### src/rtl/cdb_writeback_arbiter.sv
// ============================================================================
// Module      : cdb_writeback_arbiter
// Description : Holds one completed FU result per requester and broadcasts up
//               to NUM_CDB of them per cycle on the CDB in round-robin order.
// Revision    : 1.0 - initial release
// ============================================================================
`default_nettype none

module cdb_writeback_arbiter #(
    parameter int NUM_REQ       = 4,
    parameter int NUM_CDB       = 2,
    parameter int PHYS_REG_BITS = 6,
    parameter int ROB_BITS      = 4,
    localparam int c_IDX_W      = (NUM_REQ > 1) ? $clog2(NUM_REQ) : 1
) (
    input  logic                               clk,
    input  logic                               rst,
    input  logic                               flush,
    input  logic [NUM_REQ-1:0]                 req_valid,
    input  logic [NUM_REQ*PHYS_REG_BITS-1:0]   req_pd_s,
    input  logic [NUM_REQ*32-1:0]              req_value,
    input  logic [NUM_REQ*ROB_BITS-1:0]        req_rob_num,
    output logic [NUM_REQ-1:0]                 req_ready,
    output logic [NUM_CDB-1:0]                 cdb_valid,
    output logic [NUM_CDB*PHYS_REG_BITS-1:0]   cdb_pd_s,
    output logic [NUM_CDB*32-1:0]              cdb_value,
    output logic [NUM_CDB*ROB_BITS-1:0]        cdb_rob_num,
    output logic [NUM_CDB*c_IDX_W-1:0]         cdb_src
);

    logic [NUM_REQ-1:0]       r_hold_valid;
    logic [PHYS_REG_BITS-1:0] r_hold_pd_s   [NUM_REQ];
    logic [31:0]              r_hold_value  [NUM_REQ];
    logic [ROB_BITS-1:0]      r_hold_rob    [NUM_REQ];
    logic [c_IDX_W-1:0]       r_rr_ptr;

    logic [NUM_REQ-1:0]       w_granted;
    logic [NUM_REQ-1:0]       w_accept;
    logic [NUM_CDB-1:0]       w_lane_valid;
    logic [c_IDX_W-1:0]       w_lane_src    [NUM_CDB];
    logic [c_IDX_W-1:0]       w_last_idx;
    logic                     w_any_grant;

    // Modular add for requester indices; NUM_REQ need not be a power of two.
    function automatic logic [c_IDX_W-1:0] wrap_add(input logic [c_IDX_W-1:0] base,
                                                    input int off);
        int s;
        s = int'(base) + off;
        if (s >= NUM_REQ)
            s = s - NUM_REQ;
        return c_IDX_W'(s);
    endfunction

    // Scan from the round-robin pointer and hand out lanes in scan order.
    always_comb begin : p_grant
        int lane;
        lane         = 0;
        w_granted    = '0;
        w_lane_valid = '0;
        w_last_idx   = r_rr_ptr;
        w_any_grant  = 1'b0;
        for (int k = 0; k < NUM_CDB; k++)
            w_lane_src[k] = '0;
        for (int off = 0; off < NUM_REQ; off++) begin
            if (!flush && (lane < NUM_CDB) && r_hold_valid[wrap_add(r_rr_ptr, off)]) begin
                w_granted[wrap_add(r_rr_ptr, off)] = 1'b1;
                for (int k = 0; k < NUM_CDB; k++) begin
                    if (lane == k) begin
                        w_lane_valid[k] = 1'b1;
                        w_lane_src[k]   = wrap_add(r_rr_ptr, off);
                    end
                end
                w_last_idx  = wrap_add(r_rr_ptr, off);
                w_any_grant = 1'b1;
                lane        = lane + 1;
            end
        end
    end

    // A granted entry frees its slot in the same cycle, allowing drain-and-refill.
    assign req_ready = {NUM_REQ{~flush}} & (~r_hold_valid | w_granted);
    assign w_accept  = req_valid & req_ready;

    generate
        for (genvar k = 0; k < NUM_CDB; k++) begin : g_lane
            assign cdb_valid[k]                              = w_lane_valid[k];
            assign cdb_src[k*c_IDX_W +: c_IDX_W]             = w_lane_src[k];
            assign cdb_pd_s[k*PHYS_REG_BITS +: PHYS_REG_BITS] =
                w_lane_valid[k] ? r_hold_pd_s[w_lane_src[k]] : '0;
            assign cdb_value[k*32 +: 32]                     =
                w_lane_valid[k] ? r_hold_value[w_lane_src[k]] : '0;
            assign cdb_rob_num[k*ROB_BITS +: ROB_BITS]       =
                w_lane_valid[k] ? r_hold_rob[w_lane_src[k]] : '0;
        end
    endgenerate

    always_ff @(posedge clk or negedge rst) begin
        if (!rst) begin
            r_hold_valid <= '0;
            r_rr_ptr     <= '0;
        end else if (flush) begin
            r_hold_valid <= '0;
        end else begin
            for (int i = 0; i < NUM_REQ; i++) begin
                if (w_accept[i])
                    r_hold_valid[i] <= 1'b1;
                else if (w_granted[i])
                    r_hold_valid[i] <= 1'b0;
            end
            if (w_any_grant)
                r_rr_ptr <= wrap_add(w_last_idx, 1);
        end
    end

    // Payload needs no reset: it is only observed while its valid bit is set.
    always_ff @(posedge clk) begin
        for (int i = 0; i < NUM_REQ; i++) begin
            if (w_accept[i]) begin
                r_hold_pd_s[i]  <= req_pd_s[i*PHYS_REG_BITS +: PHYS_REG_BITS];
                r_hold_value[i] <= req_value[i*32 +: 32];
                r_hold_rob[i]   <= req_rob_num[i*ROB_BITS +: ROB_BITS];
            end
        end
    end

endmodule

`default_nettype wire

### config.mk
export PLATFORM = sky130hd
export DESIGN_NAME = cdb_writeback_arbiter
export DESIGN_NICKNAME = d
export VERILOG_FILES = /design/src/rtl/cdb_writeback_arbiter.sv
export SDC_FILE = /design/constraint.sdc
export NUM_CORES = 1
export LEC_CHECK = 0
export ABC_AREA = 1
export CAP_MARGIN = 40
export CORE_MARGIN = 2
export CORE_UTILIZATION = 40
export CTS_CLUSTER_DIAMETER = 120
export DETAILED_ROUTE_END_ITERATION = 12
export GPL_ROUTABILITY_DRIVEN = 0
export PLACE_DENSITY = 0.68
export SLEW_MARGIN = 20
export SYNTH_ARGS = -nofsm -noshare
export SYNTH_HDL_FRONTEND = slang
export SYNTH_SLANG_ARGS = --single-unit
### constraint.sdc
create_clock -name clk -period 10.1 [get_ports clk]
set_input_delay 3.03 -clock clk [delete_from_list [all_inputs] [get_ports clk]]
set_output_delay 3.03 -clock clk [all_outputs]
set_load 0.05 [all_outputs]
==> run summary, run 1 <==
The run finished with clean final reports. The H-tree depth reported by CTS came out at 4. CTS placed an instance of clkbuf_16 at the clock tree root. The total standard cell area after synthesis came out at 9850 sq um. The final worst clock skew came out at 9.70 ps. The largest buffer count on any clock path came out at 2. By area the synthesized netlist is led by edfxtp_1 (51%), nand3_1 (14%), nand2_1 (13%), nor2_1 (7.2%), buf_2 (1.9%). The area share of the largest cell type after synthesis is 0.512. The total CTS buffers is 17. Post-CTS timing repair inserted 0 buffers for setup. The yosys synthesis warning count is 0. The number of global-route vias before repair came to 9007. The iteration-0 DRC count of the detailed router is 1080. The library cells used most frequently in the layout, excluding fill and tap cells, are nand2_1 (338), nand3_1 (266), nor2_1 (188). The count of pins on the block boundary came out at 269. The area of combinational cells with multiple inputs came out at 4210 sq um. The maximum fanout count along the critical path is 42. Setup violations remaining at the end of the flow were counted as 0.

Buffers placed on the I/O ports in this run total 268. Hold repair after CTS inserted 0 buffers. The antenna violation net count after detailed routing came out at 0. The sequential cells in the finished layout cover a total of 5190 sq um. The core footprint is 24200 sq um. The aggregate global-route resource usage came out at 0.263. The post-synthesis cell count came out at 1175. For the worst setup path, the data required time is 7070 ps. Gates resized during post-CTS repair numbered 0. Setup repair after global routing left no endpoint under its margin. The synthesized area per cell came out at 8.38 sq um. The number of vias in the routed layout came out at 9485. The floorplan step defined a die boundary enclosing 25900 sq um. The largest total area in the synthesized netlist belongs to edfxtp_1. The sum of overflow across all layers after global routing came out at 0. The first global-routing pass estimated 52200 um of wire. The number of hold violations in the final report came out at 0. STA puts the critical path data arrival time at 6620 ps. The tightest min-delay check is of the reg -> reg type. The sum of net half-perimeters after detailed placement is 23100 um. The die is 161 um wide.

The first-pass detailed-route iteration total came out at 5. STA classifies the critical path endpoint as a primary output. The total routed wirelength is 34400 um.

The starting density of the core came out at 0.406. The count of max-cap constraint violations came out at 0. The die height came out at 161 um. In the routed design, unresolved DRC markers number 0. The commonest non-fill, non-tap cell in the layout is nand2_1.

The aggregate negative setup slack is 0 ps. In this run the core area contains 57 standard-cell rows. The number of flip-flops and latches in the synthesized netlist is 174. After filler insertion, the fill cell instance count of the layout stands at 2090. After clock tree synthesis, the clock-pin slew on the worst setup and hold paths is 70 ps.

The TritonCTS sink count came out at 174. STA classifies the critical path startpoint as an input pin. The number of nets handed over by synthesis was 1363. The sequential fraction of the synthesis area is 0.528. The area growth from synthesis to layout came out at 45.4%. Of the cells placed in the final design, the portion with a size suffix greater than 1 is 0.127. TritonCTS built the clock tree. The peak clock frequency supported by timing is 104 MHz. By startpoint and endpoint, the worst setup path is classified as in -> out. The final max-slew violation count is 0. The number of distinct library cell variants in the gate-level netlist after synthesis came out at 30. The post-detailed-route via-to-cell ratio came out at 5.44. Clock latency on the worst-skew pair, taken at its later pin, is 430 ps.

The net count of the finished layout is 1591. The relative slew slack came out at 0.531. Of the available clock period, the critical path in the final layout requires 0.956. Entering global routing, the biggest net connects 127 pins. The slew at the pin with the worst max-slew slack is 703 ps.

The smallest clock period supported by the final layout is computed as 9650 ps. The final routed wire length divided by cell count is 19.7 um. The number of antenna violations at the first check in global routing was 9.
==> layout make-up <==
cell class | instances | area share
sequential | 174 | 0.363
clock buffer | 17 | 0.0297
multi-input combinational | 894 | 0.294
timing repair buffer | 294 | 0.268
clock inverter | 14 | 0.0107
antenna | 6 | 0.00105
tap | 324 | 0.0283
inverter | 22 | 0.00594
==> cell usage after synthesis <==
master	n
nand2_1	339
nor2_2	2
buf_2	38
a21boi_1	21
o21ai_2	1
xor2_1	1
o21ai_0	4
nand2_2	8
clkbuf_1	29
nor2_1	188
nand3b_1	1
inv_1	16
inv_4	1
nand3_4	2
dfrtp_1	6
nand2_4	2
nand4_1	3
nand3_1	268
edfxtp_1	168
buf_4	15
buf_1	3
nand4_2	2
nor2_4	1
a21boi_0	21
nand3_2	3
nor3b_1	4
a21oi_1	9
nor2_8	1
inv_2	5
ha_1	13
==> metal layers <==
layer / track usage / part of all wire / up-vias
li1: - / - / 4425
met1: 0.349 / 0.40 / 4393
met2: 0.422 / 0.48 / 589
met3: 0.0506 / 0.092 / 74
met4: 0.111 / 0.036 / 4
met5: 0 / 0.00075 / -
==> worst paths after layout <==
| kind | startpoint | to | slack, ps | depth (start not counted) |
|---|---|---|---|---|
| worst max-delay path | flush | cdb_pd_s[6] | 450 | 17 |
| worst min-delay path | r_hold_valid[3] | r_hold_valid[3] | 720 | 4 |
| worst max register to register | r_rr_ptr[1] | r_hold_value[0][19] | 5400 | 15 |
| worst min register to register | r_hold_valid[3] | r_hold_valid[3] | 720 | 4 |
| max in group asynchronous | rst | r_rr_ptr[0] | 7010 | 1 |
| min in group asynchronous | rst | r_hold_valid[1] | 2860 | 1 |
==> registers in the layout, indices dropped and copies added (netlist names) <==
name,flops
r_hold_rob,16
r_rr_ptr,2
r_hold_value,128
r_hold_pd_s,24
r_hold_valid,4
==> per-stage QoR <==
step / worst slack (ps) / hold WS, ps / area (sq um) / cells / util
after floorplan: 1120 / 632 / 9850 / 1175 / -
after global placement: 626 / 689 / 13700 / 1706 / 0.565
after detailed placement: 532 / 704 / 13700 / 1708 / 0.566
after CTS: 519 / 717 / 14300 / 1739 / 0.590
after global routing: 209 / 757 / 14300 / 1745 / 0.591
final: 447 / 715 / 14300 / 1745 / 0.591
==> worst max-delay path, cell delays in order <==
cell	delay [ps]
clkdlybuf4s50_1	500
inv_1	140
nand3_1	250
inv_1	140
ha_1	220
nor2_1	370
nand3_4	160
nand2_1	100
nand2_2	120
nor2_4	200
nand2_1	110
o21ai_4	80
buf_4	490
nand3_1	290
nand2_1	130
nor2_1	90
buf_12	150
==> cell families after synthesis <==
group | count (synthesis) | share of synthesized area
AOI/OAI and AO/OA | 56 | 0.0395
xor gates and xnor gates | 1 | 0.000890
adders and majority gates | 13 | 0.0165
buffers and inverters | 107 | 0.0516
DFF | 174 | 0.528
and+or+nand+nor | 824 | 0.364
Power of run 1 is not shown: default switching activity piles up to over one toggle a cycle in this logic, so the estimate is an artifact.
==> inputs of run 2 (changes only) <==
--- a/config.mk
+++ b/config.mk
@@ -9,10 +9,11 @@
 export CAP_MARGIN = 40
 export CORE_MARGIN = 2
 export CORE_UTILIZATION = 40
-export CTS_CLUSTER_DIAMETER = 120
 export DETAILED_ROUTE_END_ITERATION = 12
 export GPL_ROUTABILITY_DRIVEN = 0
 export PLACE_DENSITY = 0.68
+export REMOVE_ABC_BUFFERS = 1
+export SKIP_CTS_REPAIR_TIMING = 1
 export SLEW_MARGIN = 20
 export SYNTH_ARGS = -nofsm -noshare
 export SYNTH_HDL_FRONTEND = slang
==> run summary, run 2 (same netlist as run 1, synthesis figures left out) <==
The flow ran to the end, and the final reports show no timing, DRC or antenna violations. The library cell used most frequently in the layout, excluding fill and tap cells, is nand2_1. The maximum fanout count along the critical path came out at 126. The final routed wire length divided by cell count came out at 19.2 um. The clock passes through at most 2 buffers.

In this run the count of I/O pins placed on the die edge is 269. The post-detailed-route via-to-cell ratio came out at 5.39. The total routed wire length on the met1 layer came out at 13300 um. For this block, the initial DRC count from the detailed router was 1168. Setup repair after global routing left no endpoint under its margin. The worst setup path is captured at a primary output.

In this run the cell area measured after placement is 13700 sq um. The H-tree depth reported by CTS is 4. Timing analysis after detailed placement gives a worst setup slack of 526 ps.

The number of hold violations in the final report came out at 0. The clock tree from TritonCTS is done. The met3 wire length is 3020 um.

For this configuration, the core starts out at a cell density of 0.406. The count of input and output buffers came out at 268. The total CTS buffers is 17. For the worst setup path, the data arrival time is 6640 ps. The clock drives 174 sinks. The kind of path behind the tightest hold check is reg -> reg. The number of rows in the core area is 57.

Static timing analysis puts the maximum clock frequency at 103 MHz. The sum of net half-perimeters after detailed placement came out at 21000 um. The cell sitting at the root of the clock tree is a clkbuf_16. The register with the most flip-flops in the layout has 128 of them. The number of global-route vias before repair was 9258. The final worst clock skew is 15.5 ps. The relative slew slack is 0.491. The critical path data required time came out at 7070 ps. The kind of start point of the critical path is an input pin. The number of cells in the finished layout apart from fillers is 1737. The number of antenna violations at the first check in global routing was 2. Clock latency on the worst-skew pair, taken at its later pin, is 440 ps. The sum of overflow across all layers after global routing came out at 0. The number of remaining DRC errors is 0. The final core utilization came out at 0.592. The number of vias in the routed layout is 9367. The total routed wirelength came out at 33400 um. The finished cells cover 14300 sq um. The area growth from synthesis to layout came out at 45.7%.

At the pin with the least slew margin, the transition time is 763 ps. The die extent in x is 161 um. The final critical-path required period came out at 9670 ps.

The die height is 161 um. The region available for standard cell placement spans 24200 sq um. The register with the most flip-flops is r_hold_value. The final-report setup violation count is 0. Entering global routing, the biggest net connects 127 pins. The CTS clock-pin slew for the worst setup and hold paths is 70 ps. The kind of critical path is in -> out. In the final design database the tool counted 1588 nets. Detailed routing placed a total of 16300 um of wire on met2. In the layout the commonest cells are nand2_1 (338), nand3_1 (266), nor2_1 (188). The final max-slew violation count came out at 0. In the final layout, the registers with the most flip-flops are r_hold_value: 128 flops, r_hold_pd_s: 24 flops, r_hold_rob: 16 flops. The number of placed instances, taps included came out at 1705. The overall die area came out at 25900 sq um. For this run, the total global-route usage over all layers was measured as 0.258. The antenna violation net count after detailed routing is 0. The fraction of layout cells with a size suffix above 1 is 0.125.

Across the run, the number of max-cap violations was 0. Signal routing reaches up to met5. The first global-routing pass estimated 51700 um of wire. The ratio of final minimum period to clock period came out at 0.957. The final critical-path setup slack is 433 ps. The first-pass detailed-route iteration total is 6.
[run 2: cell count changes in the layout (fill, tap and decap cells not counted), sizes merged]
cell,before,now
bufinv,1,4
clkinvlp,2,3
diode,6,2
buf,114,111
inv,30,28
clkinv,3,0
[run 2: worst paths after layout]
check	start	to	slack [ps]	cells past startpoint
max	flush	cdb_pd_s[6]	430	18
min	r_hold_valid[3]	r_hold_valid[3]	720	4
max reg2reg	r_rr_ptr[1]	r_hold_value[3][14]	5920	14
min reg2reg	r_hold_valid[3]	r_hold_valid[3]	720	4
max in group asynchronous	rst	r_hold_valid[2]	7070	1
min in group asynchronous	rst	r_rr_ptr[1]	2820	1
[run 2: final cells by class]
class	instances	area (sq um)
well taps	324	405
repair buffers	291	3820
inverters	22	85.1
flip-flops and latches	174	5190
multi-input cells	894	4210
diodes	2	5.00
clock inverters	13	203
clock buffers	17	425
fillers	2070	9900
[run 2: critical path, stage by stage]
cell             delay, ps
clkdlybuf4s50_1        510
inv_1                  150
nand3_1                250
inv_1                  140
ha_1                   220
nor2_1                 370
nand3_4                160
nand2_1                100
nand2_2                120
inv_2                   90
nand2_2                 90
nand2_4                 90
buf_12                 370
nand3_1                200
nand2_1                120
nor2_1                  50
nor2_1                 220
buf_12                 170
[run 2: per-stage QoR]
step / hold WS [ps] / TNS (ps)
3_5_place_dp: 703 / 0
2_1_floorplan: 630 / -44720
5_1_grt: 760 / 0
4_1_cts: 715 / 0
6_report: 719 / 0
3_3_place_gp: 695 / 0
[run 2: metal layers]
layer  vias to the layer above  global-route usage
li1                       4419                   -
met1                      4421               0.336
met2                       468               0.428
met3                        57              0.0591
met4                         2              0.0864
met5                         -                   0
Power of run 2 is left out for the same reason.
==> inputs of run 3 (changes only) <==
--- a/config.mk
+++ b/config.mk
@@ -5,13 +5,11 @@
 export SDC_FILE = /design/constraint.sdc
 export NUM_CORES = 1
 export LEC_CHECK = 0
-export ABC_AREA = 1
 export CAP_MARGIN = 40
 export CORE_MARGIN = 2
 export CORE_UTILIZATION = 40
 export DETAILED_ROUTE_END_ITERATION = 12
 export GPL_ROUTABILITY_DRIVEN = 0
-export PLACE_DENSITY = 0.68
 export REMOVE_ABC_BUFFERS = 1
 export SKIP_CTS_REPAIR_TIMING = 1
 export SLEW_MARGIN = 20
==> run summary, run 3 <==
0 antenna diodes ended up in the layout. In the post-synthesis netlist, the biggest area contributors are edfxtp_1 (39%), o22ai_1 (6.1%), or3_1 (6.1%), mux2_2 (3.7%), a21oi_1 (3.7%). The count of input and output buffers came out at 268.

The number of remaining DRC errors is 0. The overall die area came out at 33800 sq um. The final max-slew violation count is 0. The aggregate global-route resource usage came out at 0.285.

The analysis attributes to cell leakage a power of 5.63 nW. The peak ir drop on the vdd network came out at 237 uV. In the synthesized netlist, the cells that appear most often are edfxtp_1 (168), o22ai_1 (127), or3_1 (126). The CTS clock-pin slew for the worst setup and hold paths came out at 70 ps.

The flip-flop count of the largest register after layout is 128. Dividing the final minimum period by the clock period gives 0.981. Ranked by flip-flop count, first place goes to r_hold_value. In the synthesized netlist the dominant register cell turns out to be edfxtp_1. The final core utilization came out at 0.541. The count of pins on the block boundary came out at 269. After floorplanning, the core was divided into 65 placement rows. The core footprint came out at 31700 sq um. The kind of start point of the critical path is an input pin. The maximum fanout count along the critical path came out at 24.

The slew at the pin with the worst max-slew slack is 1090 ps. The clock tree root buffer cell is clkbuf_16. Relative to the synthesized area, the layout overhead comes to 32.5%. The initial utilization of the core area, before any placement, comes to 0.409. The TritonCTS sink count is 174. The wire length of the first global-routing pass is 73400 um. After detailed routing, the number of vias per cell comes to 6.64. The synthesized netlist occupies a cell area of 13000 sq um. The peak clock frequency supported by timing came out at 101 MHz. The yosys synthesis warning count is 0.

The number of vias in the routed layout is 13200. The clock latency on the worst-skew pair came out at 470 ps. The sum of overflow across all layers after global routing came out at 0. The flow ran to the end, and the final reports show no timing, DRC or antenna violations. The share of synthesized area in the top cell type comes to 0.389. The net count of the finished layout came out at 1761. The iteration-0 DRC count of the detailed router came out at 1562. In this run the deepest clock path goes through 2 buffers. Measured along the x axis, the die boundary spans 184 um. The final critical-path required period is 9910 ps.

The synthesized area per cell came out at 9.30 sq um. The library cell used most frequently in the layout, excluding fill and tap cells, is clkdlybuf4s50_1. The die height came out at 184 um. The critical path data required time came out at 7070 ps. The number of enable flip-flop cells after synthesis came out at 168. The final hold slack came out at 737 ps. The worst pin sits at a relative slew slack of 0.274.

The number of cells in the finished layout apart from fillers is 1988. The count of filler cells inserted in the layout came out at 2777. The tool flagged a number of max-cap violations equal to 0.

The maximum number of pins on one net before global-route repair came out at 241. The top cell types in the final layout, fill and taps aside, are clkdlybuf4s50_1 (174), edfxtp_1 (168), or3_1 (126), o22ai_1 (126). Setup repair after global routing left no endpoint under its margin. TritonCTS built the clock tree. The total CTS buffers is 17.

The number of global-route vias before repair came out at 12300. The sequential fraction of the synthesis area came out at 0.401. The number of hold violations in the final report came to 0.

The number of antenna violations at the first check in global routing came to 1. The first-pass detailed-route iteration total is 6. The setup check on the worst reg-to-reg path leaves a slack of 4910 ps. The number of flip-flops and latches in the synthesized netlist is 174.

Clock skew on the completed layout was measured at 14.1 ps. The post-synthesis cell count is 1394. The share of synthesized registers carrying an async set or reset came out at 0.0345. In the post-synthesis netlist, the cell with the most instances is edfxtp_1.

The aggregate negative setup slack came out at 0 ps. The data arrival at the endpoint of the critical path is 6880 ps. The worst setup path is captured at a primary output.

The final routed wire length divided by cell count came out at 24.7 um. edfxtp_1 takes more of the synthesized area than any other cell. The number of placed instances, taps included came out at 1955. In the final layout, the share of cells above drive strength 1 is 0.161. The number of distinct library cell variants in the gate-level netlist after synthesis came out at 53. The H-tree depth reported by CTS came out at 4. The critical path in this run is classified as in -> out. The kind of path behind the tightest hold check is reg -> reg. The final layout contains routed wiring with a total length of 49100 um. Setup violations remaining at the end of the flow were counted as 0. In the final layout, the registers with the most flip-flops are r_hold_value: 128 flops, r_hold_pd_s: 24 flops, r_hold_rob: 16 flops. Detailed placement finished with a half-perimeter wire length of 29500 um. The antenna violation net count after detailed routing came out at 0. The cell area power density is 369 nW/um^2.
[run 3: cell types whose count changed after synthesis, sizes merged, moves of 43 or more]
cell / delta
nand3: -270
nand2: -251
o22ai: +128
or3: +126
nor2: -92
a21oi: +89
clkbuf: +78
a22oi: +48
mux2i: +46
o21ai: +44
mux2: +43
o31ai: +43
[run 3: layer usage]
layer | track usage | wire length (um) | part of all wire | vias up
li1 | - | - | - | 5902
met1 | 0.391 | 20500 | 0.42 | 6394
met2 | 0.444 | 22500 | 0.46 | 792
met3 | 0.0491 | 4400 | 0.090 | 119
met4 | 0.122 | 1670 | 0.034 | 2
met5 | 0 | 16 | 0.00033 | -
[run 3: worst max-delay path, stage by stage]
cell,delay (ps)
clkdlybuf4s50_1,590
nor2b_1,100
a22o_1,230
ha_1,220
or3b_1,450
o22ai_4,230
mux2i_2,390
and2_2,270
nor2_4,60
a21oi_4,610
buf_12,280
o32ai_1,150
buf_4,230
[run 3: worst paths after layout]
path	start	end	cells after the start
setup / recovery	flush	cdb_value[9]	13
hold / removal	r_hold_valid[1]	r_hold_valid[1]	3
setup reg to reg	r_rr_ptr[0]	r_hold_rob[2][3]	13
hold reg to reg	r_hold_valid[1]	r_hold_valid[1]	3
max in group asynchronous	rst	r_rr_ptr[0]	1
min in group asynchronous	rst	r_rr_ptr[1]	1
[run 3: where the power goes]
group	internal, mW	total [mW]	switching, mW
Combinational	1.68	4.71	3.03
Clock	0.353	0.687	0.334
Sequential	0.867	0.942	0.0750
[run 3: layout make-up]
class / instances / area (sq um) / area share
tap: 402 / 503 / 0.0293
inverter: 12 / 47.5 / 0.00277
multi-input combinational: 1046 / 7140 / 0.416
sequential: 174 / 5200 / 0.303
timing repair buffer: 322 / 3680 / 0.214
clock inverter: 15 / 179 / 0.0104
clock buffer: 17 / 425 / 0.0248
[run 3: logic make-up (layout without fill, tap and decap cells)]
family,count (synthesis),after routing,synth area share
AO/OA/AOI/OAI,550,550,0.296
adder cells (fa/ha/maj),13,13,0.0126
AND/OR/NAND/NOR,391,391,0.155
buffers and inverters,174,366,0.0579
multiplexers,91,91,0.0770
XOR/XNOR,1,1,0.000676
flip-flops,174,174,0.401
[run 3: through the flow]
stage | area (sq um) | worst slack (ps) | total power [mW]
after floorplan | 12300 | -14230 | 4.02
final | 17200 | 190 | 6.34
after CTS | 17100 | 209 | 6.30
after detailed placement | 16500 | 208 | 5.61
after global routing | 17200 | 3.96 | 6.64
after global placement | 16500 | 292 | 5.55
No activity file was read; power rests on OpenSTA's default activity.
